--- src/rtl/btb_assoc_pkg.sv ---
// Shared types for the lc3b branch target buffer: word/counter types, counter
// encodings and the saturating counter step.
package btb_assoc_pkg;

  typedef logic [15:0] lc3b_word;
  typedef logic [1:0]  lc3b_btb_ctr;

  localparam lc3b_btb_ctr BTB_CTR_STRONG_NT = 2'b00;
  localparam lc3b_btb_ctr BTB_CTR_WEAK_NT   = 2'b01;
  localparam lc3b_btb_ctr BTB_CTR_WEAK_T    = 2'b10;
  localparam lc3b_btb_ctr BTB_CTR_STRONG_T  = 2'b11;

  function automatic lc3b_btb_ctr btb_ctr_next(lc3b_btb_ctr ctr, logic taken);
    if (taken) begin
      return (ctr == BTB_CTR_STRONG_T) ? ctr : ctr + 2'd1;
    end
    return (ctr == BTB_CTR_STRONG_NT) ? ctr : ctr - 2'd1;
  endfunction

endpackage

--- src/rtl/btb_set.sv ---
// One BTB set: all ways, tag compare, hit-way encode, victim select and the
// true-LRU age update (age 0 = MRU).
module btb_set
  import btb_assoc_pkg::*;
#(
  parameter int unsigned NUM_WAYS = 2,
  parameter int unsigned TAG_W    = 12,
  parameter lc3b_btb_ctr CTR_INIT = BTB_CTR_WEAK_T
) (
  input  logic             clk,
  input  logic             rst_n,
  input  logic             flush,
  input  logic [TAG_W-1:0] lookup_tag,
  output logic             hit,
  output lc3b_btb_ctr      hit_ctr,
  output lc3b_word         hit_target,
  input  logic             update_en,
  input  logic [TAG_W-1:0] update_tag,
  input  lc3b_word         update_target,
  input  logic             update_taken
);

  localparam int unsigned AGE_W = (NUM_WAYS > 1) ? $clog2(NUM_WAYS) : 1;

  logic             valid_q  [NUM_WAYS];
  logic             valid_d  [NUM_WAYS];
  logic [TAG_W-1:0] tag_q    [NUM_WAYS];
  logic [TAG_W-1:0] tag_d    [NUM_WAYS];
  lc3b_word         target_q [NUM_WAYS];
  lc3b_word         target_d [NUM_WAYS];
  lc3b_btb_ctr      ctr_q    [NUM_WAYS];
  lc3b_btb_ctr      ctr_d    [NUM_WAYS];
  logic [AGE_W-1:0] age_q    [NUM_WAYS];
  logic [AGE_W-1:0] age_d    [NUM_WAYS];

  logic             upd_hit;
  logic [AGE_W-1:0] upd_way;
  logic [AGE_W-1:0] victim;
  logic [AGE_W-1:0] promote_way;
  logic             promote;

  // Descending scan so the lowest-numbered matching way wins.
  always_comb begin
    hit        = 1'b0;
    hit_ctr    = BTB_CTR_STRONG_NT;
    hit_target = '0;
    for (int w = NUM_WAYS - 1; w >= 0; w--) begin
      if (valid_q[w] && tag_q[w] == lookup_tag) begin
        hit        = 1'b1;
        hit_ctr    = ctr_q[w];
        hit_target = target_q[w];
      end
    end
  end

  always_comb begin
    upd_hit = 1'b0;
    upd_way = '0;
    victim  = '0;
    for (int w = NUM_WAYS - 1; w >= 0; w--) begin
      if (valid_q[w] && tag_q[w] == update_tag) begin
        upd_hit = 1'b1;
        upd_way = AGE_W'(w);
      end
      if (age_q[w] == AGE_W'(NUM_WAYS - 1)) victim = AGE_W'(w);
    end
    // An invalid way always beats the LRU way.
    for (int w = NUM_WAYS - 1; w >= 0; w--) begin
      if (!valid_q[w]) victim = AGE_W'(w);
    end
  end

  always_comb begin
    valid_d     = valid_q;
    tag_d       = tag_q;
    target_d    = target_q;
    ctr_d       = ctr_q;
    age_d       = age_q;
    promote     = 1'b0;
    promote_way = upd_hit ? upd_way : victim;
    if (flush) begin
      for (int w = 0; w < NUM_WAYS; w++) valid_d[w] = 1'b0;
    end else if (update_en) begin
      if (upd_hit) begin
        ctr_d[upd_way] = btb_ctr_next(ctr_q[upd_way], update_taken);
        if (update_taken) target_d[upd_way] = update_target;
        promote = 1'b1;
      end else if (update_taken) begin
        valid_d[victim]  = 1'b1;
        tag_d[victim]    = update_tag;
        target_d[victim] = update_target;
        ctr_d[victim]    = CTR_INIT;
        promote          = 1'b1;
      end
    end
    if (promote) begin
      for (int w = 0; w < NUM_WAYS; w++) begin
        if (AGE_W'(w) == promote_way) begin
          age_d[w] = '0;
        end else if (age_q[w] < age_q[promote_way]) begin
          age_d[w] = age_q[w] + AGE_W'(1);
        end
      end
    end
  end

  always_ff @(posedge clk or negedge rst_n) begin
    if (!rst_n) begin
      for (int w = 0; w < NUM_WAYS; w++) begin
        valid_q[w]  <= 1'b0;
        tag_q[w]    <= '0;
        target_q[w] <= '0;
        ctr_q[w]    <= BTB_CTR_WEAK_NT;
        age_q[w]    <= AGE_W'(w);
      end
    end else begin
      valid_q  <= valid_d;
      tag_q    <= tag_d;
      target_q <= target_d;
      ctr_q    <= ctr_d;
      age_q    <= age_d;
    end
  end

endmodule

--- src/rtl/btb_assoc.sv ---
// N-way set-associative BTB: combinational lookup on the fetch PC, writeback of
// resolved branches through the update port, synchronous flush.
module btb_assoc
  import btb_assoc_pkg::*;
#(
  parameter int unsigned NUM_SETS = 8,
  parameter int unsigned NUM_WAYS = 2,
  parameter lc3b_btb_ctr CTR_INIT = 2'b10
) (
  input  logic     clk,
  input  logic     rst_n,
  input  lc3b_word curr_pc,
  output logic     pred_hit,
  output logic     pred_taken,
  output lc3b_word pred_target,
  input  logic     update_valid,
  input  lc3b_word update_pc,
  input  lc3b_word update_target,
  input  logic     update_taken,
  input  logic     flush
);

  localparam int unsigned IDX_W = $clog2(NUM_SETS);
  localparam int unsigned TAG_W = 15 - IDX_W;

  logic [IDX_W-1:0] lookup_idx;
  logic [TAG_W-1:0] lookup_tag;
  logic [IDX_W-1:0] update_idx;
  logic [TAG_W-1:0] update_tag;

  // pc[0] is ignored: PCs are word-aligned.
  assign lookup_idx = curr_pc[IDX_W:1];
  assign lookup_tag = curr_pc[15:IDX_W+1];
  assign update_idx = update_pc[IDX_W:1];
  assign update_tag = update_pc[15:IDX_W+1];

  logic        set_hit    [NUM_SETS];
  lc3b_btb_ctr set_ctr    [NUM_SETS];
  lc3b_word    set_target [NUM_SETS];

  for (genvar s = 0; s < NUM_SETS; s++) begin : g_set
    btb_set #(
      .NUM_WAYS (NUM_WAYS),
      .TAG_W    (TAG_W),
      .CTR_INIT (CTR_INIT)
    ) u_set (
      .clk           (clk),
      .rst_n         (rst_n),
      .flush         (flush),
      .lookup_tag    (lookup_tag),
      .hit           (set_hit[s]),
      .hit_ctr       (set_ctr[s]),
      .hit_target    (set_target[s]),
      .update_en     (update_valid && (update_idx == IDX_W'(s))),
      .update_tag    (update_tag),
      .update_target (update_target),
      .update_taken  (update_taken)
    );
  end

  // Per-set target is already zero on a miss.
  assign pred_hit    = set_hit[lookup_idx];
  assign pred_taken  = pred_hit & set_ctr[lookup_idx][1];
  assign pred_target = set_target[lookup_idx];

endmodule

--- config.mk ---
export PLATFORM = sky130hd
export DESIGN_NAME = btb_assoc
export DESIGN_NICKNAME = d
export VERILOG_FILES = /design/src/rtl/btb_assoc_pkg.sv /design/src/rtl/btb_set.sv /design/src/rtl/btb_assoc.sv
export SDC_FILE = /design/constraint.sdc
export NUM_CORES = 1
export LEC_CHECK = 0
export ABC_CLOCK_PERIOD_IN_PS = 8300
export BUFFER_PORTS_ARGS = -buffer_cell sky130_fd_sc_hd__buf_2
export CAP_MARGIN = 15
export CORE_UTILIZATION = 47
export DETAILED_ROUTE_END_ITERATION = 7
export PLACE_DENSITY = 0.72
export SKIP_CTS_REPAIR_TIMING = 1
export SLEW_MARGIN = 25
export SYNTH_ARGS = -nofsm -noshare
export SYNTH_HDL_FRONTEND = slang
export SYNTH_HIERARCHICAL = 1
export SYNTH_SLANG_ARGS = --single-unit
--- constraint.sdc ---
create_clock -name clk -period 8.3 [get_ports clk]
set_input_delay 0.415 -clock clk [delete_from_list [all_inputs] [get_ports clk]]
set_output_delay 0.415 -clock clk [all_outputs]
set_load 0.01 [all_outputs]
==> impl_table.tex <==
\begin{tabular}{lr}
\hline
Metric & Value \\
\hline
\multicolumn{2}{l}{\textbf{Placement}} \\
Cell area after placement & 30000 sq um \\
HPWL after DPL & 46100 um \\
Number of I/O port buffers & 68 \\
Global placement routability congestion & 0.854 \\
Setup WS pre-CTS & 3870 ps \\
\multicolumn{2}{l}{\textbf{Yosys}} \\
Mapped Nets & 2499 \\
Number of synthesis warnings & 6 \\
Number of standard cells after synthesis & between 2000 and 2500 \\
Synthesized cell area & around 29000 sq um \\
Average footprint of a synthesized cell & 11.8 sq um \\
\multicolumn{2}{l}{\textbf{STA}} \\
Fin Hold WS & roughly 240 ps \\
Portion of the clock cycle consumed by the worst path in the final layout & 53.5\% \\
Clock period minus final worst setup slack & 4440 ps \\
Final-report max-slew violation count & 0 \\
Crit path setup slack, layout & 3860 ps \\
Finish-stage setup viols & 0 \\
Tightest slew margin relative to the limit & 29.5\% \\
FMAX & 225 MHz \\
Final Hold Fails & 0 \\
Setup Skew & 36.5 ps \\
Transition time at the pin with the least slew margin & 1060 ps \\
Setup\_tns & 0 ps \\
Setup repair after global routing missed its margin & no \\
\multicolumn{2}{l}{\textbf{Clock network}} \\
TritonCTS Buffers & 53 \\
Clock-pin transition on the worst setup and hold timing paths & around 60 ps \\
TritonCTS clock tree & done \\
Maximum count of clock buffers along a single path & 3 \\
Root Buffer Master & sky130\_fd\_sc\_hd\_\_clkbuf\_16 \\
Clock latency on the worst-skew pair & slightly above 600 ps \\
H-tree levels & 2 \\
\# clock sinks & 512 \\
\multicolumn{2}{l}{\textbf{Drt}} \\
Drt total wl & between 70000 and 80000 um \\
DR WL/cell & 22.6 um \\
Residual antenna-violating net count after detailed routing & 0 \\
Number of vias after detailed routing & around 20000 \\
DRC Markers & 0 \\
Initial DRC count & 1420 \\
First-pass iteration count of the detailed router & 6 \\
Ratio of routed vias to standard cells & 5.87 \\
\multicolumn{2}{l}{\textbf{Global route}} \\
Antenna violations before repair & 3 \\
Via count of the first global-routing pass & 20400 \\
Global-route wire length before repair & 119000 um \\
Aggregate global routing overflow & 0 \\
GRT Resource Usage Total & between 20\% and 30\% \\
Largest net degree at the start of global routing & 168 \\
\multicolumn{2}{l}{\textbf{Floorplan}} \\
Y dimension of the die & 250 um \\
Placement row count & 90 \\
Ports placed on the boundary & 71 \\
Die Wd & 250 um \\
Area enclosed by the die boundary & roughly 63000 sq um \\
Effective utilization at floorplan & 47.8\% \\
Placeable core region & 60600 sq um \\
\multicolumn{2}{l}{\textbf{Critical path}} \\
Worst setup path class & register to output port \\
WP data arrival & just over 4000 ps \\
Critical path launch point type & register \\
Cell breakdown of the critical path & xor2\_1 -> nor4\_1 -> nand4\_1 -> nor4\_4 -> buf\_4 -> o21ai\_0 -> mux4\_1 -> mux2\_2 -> and2\_1 -> buf\_2 \\
Crit Path Max Fanout & 35 \\
Master of the slowest instance on the critical path & sky130\_fd\_sc\_hd\_\_mux4\_1 \\
Maximum cell stage delay along the critical path & 520 ps \\
Endpoint kind of the worst setup timing path & output port \\
Cell family contributing the most delay on the critical path & simple AND/OR/NAND/NOR gates \\
Number of buffers and inverters on the critical path & 2 \\
Data required time at the worst endpoint & approximately 7900 ps \\
\multicolumn{2}{l}{\textbf{Layout}} \\
FILL cells & a little over 5000 \\
Final net count & 2575 \\
Share of final-layout standard cells stronger than drive strength 1 & 28.8\% \\
Area added between synthesis and finish & 9.92\% \\
Final design area excluding fillers & 31800 sq um \\
Antenna diode count & 0 \\
\multicolumn{2}{l}{\textbf{Pwr}} \\
Power consumption & 6.17 mW \\
Largest voltage drop on the vdd net & 0.187 mV \\
Power density relative to cell area & 194 nW/um\^{}2 \\
Leakage Power & 13.8 nW \\
\multicolumn{2}{l}{\textbf{Min path}} \\
Class of the worst hold path & input port to register \\
\multicolumn{2}{l}{\textbf{Flow run}} \\
Number of violations of the max-capacitance limit & 0 \\
\multicolumn{2}{l}{\textbf{Outcome}} \\
Status & finished clean \\
\hline
\end{tabular}
[worst paths after layout]
path | from | to | slack, ps | cells past startpoint
max in group asynchronous | rst_n | g_set[4].u_set/target_q[26]$_DFFE_PN0P_ | 6360 | 3
worst min-delay path | update_target[2] | g_set[7].u_set/target_q[2]$_DFFE_PN0P_ | 240 | 2
worst max-delay path | g_set[5].u_set/tag_q[15]$_DFFE_PN0P_ | pred_taken | 3860 | 10
min in group asynchronous | rst_n | g_set[3].u_set/tag_q[20]$_DFFE_PN0P_ | 460 | 2
worst max register to register | g_set[6].u_set/tag_q[10]$_DFFE_PN0P_ | g_set[6].u_set/target_q[3]$_DFFE_PN0P_ | 5260 | 5
worst min register to register | g_set[7].u_set/target_q[1]$_DFFE_PN0P_ | g_set[7].u_set/target_q[1]$_DFFE_PN0P_ | 490 | 1
[metrics by stage]
| step | utilization [%] | std cells |
|---|---|---|
| 2_1_floorplan | - | 2446 |
| 3_3_place_gp | 49.5 | 3248 |
| 3_5_place_dp | 49.5 | 3248 |
| 4_1_cts | 52.4 | 3346 |
| 5_1_grt | 52.5 | 3347 |
| 6_report | 52.5 | 3347 |
[metal layers]
| layer | share of wire (%) | track usage (%) | vias to the layer above |
|---|---|---|---|
| met5 | 0.020 | 0 | - |
| met4 | 3.5 | 9.31 | 2 |
| met3 | 6.3 | 3.95 | 163 |
| met2 | 47 | 39.4 | 606 |
| met1 | 44 | 33.3 | 10100 |
| li1 | - | - | 8811 |
[cell type report]
class	count	area, sq um	area share [%]
Clock buffer	85	1650	5.18
Clock inverter	13	131	0.413
Inverter	35	131	0.413
Multi-Input combinational cell	1808	15400	48.3
Sequential cell	512	12800	40.4
Tap cell	782	978	3.08
Timing Repair Buffer	112	708	2.23
[cell usage in the layout (no fill, tap or decap), drive strengths merged, types with 4 or more instances in the layout]
master,n
inv,34
o21ai,168
o22a,5
nand2b,21
nor3,20
mux4,36
buf,111
a21o,5
nor2b,14
and3b,4
o22ai,13
xor2,140
o31a,4
o221a,7
a21oi,63
nor2,54
o2111ai,6
and4,5
xnor2,244
nand3,25
a31oi,8
mux2,466
dfstp,24
o211ai,4
or2,20
nor4,53
a211oi,4
nor3b,6
nand2,320
o31ai,5
o32ai,4
dfrtp,488
clkbuf,85
nand4,61
clkinv,10
[flip-flops by register name, summed over array words and instances, names as in the netlist]
register,count
g_set.u_set/age_q,16
g_set.u_set/tag_q,192
g_set.u_set/valid_q,16
g_set.u_set/target_q,256
g_set.u_set/ctr_q,32
[power by group]
group	switching (mW)	total [mW]	internal, mW
Combinational	0.383	0.790	0.407
Sequential	0.201	2.95	2.75
Clock	1.02	2.43	1.42
[worst reg2reg max path, cell delays in order (launching register included)]
cell and delay [ps]:
sky130_fd_sc_hd__dfrtp_1 420, sky130_fd_sc_hd__xor2_1 180, sky130_fd_sc_hd__nor4_1 280, sky130_fd_sc_hd__nand4_1 560, sky130_fd_sc_hd__a21oi_4 1040, sky130_fd_sc_hd__mux2_2 430
Power figures use the tool's default switching activity.
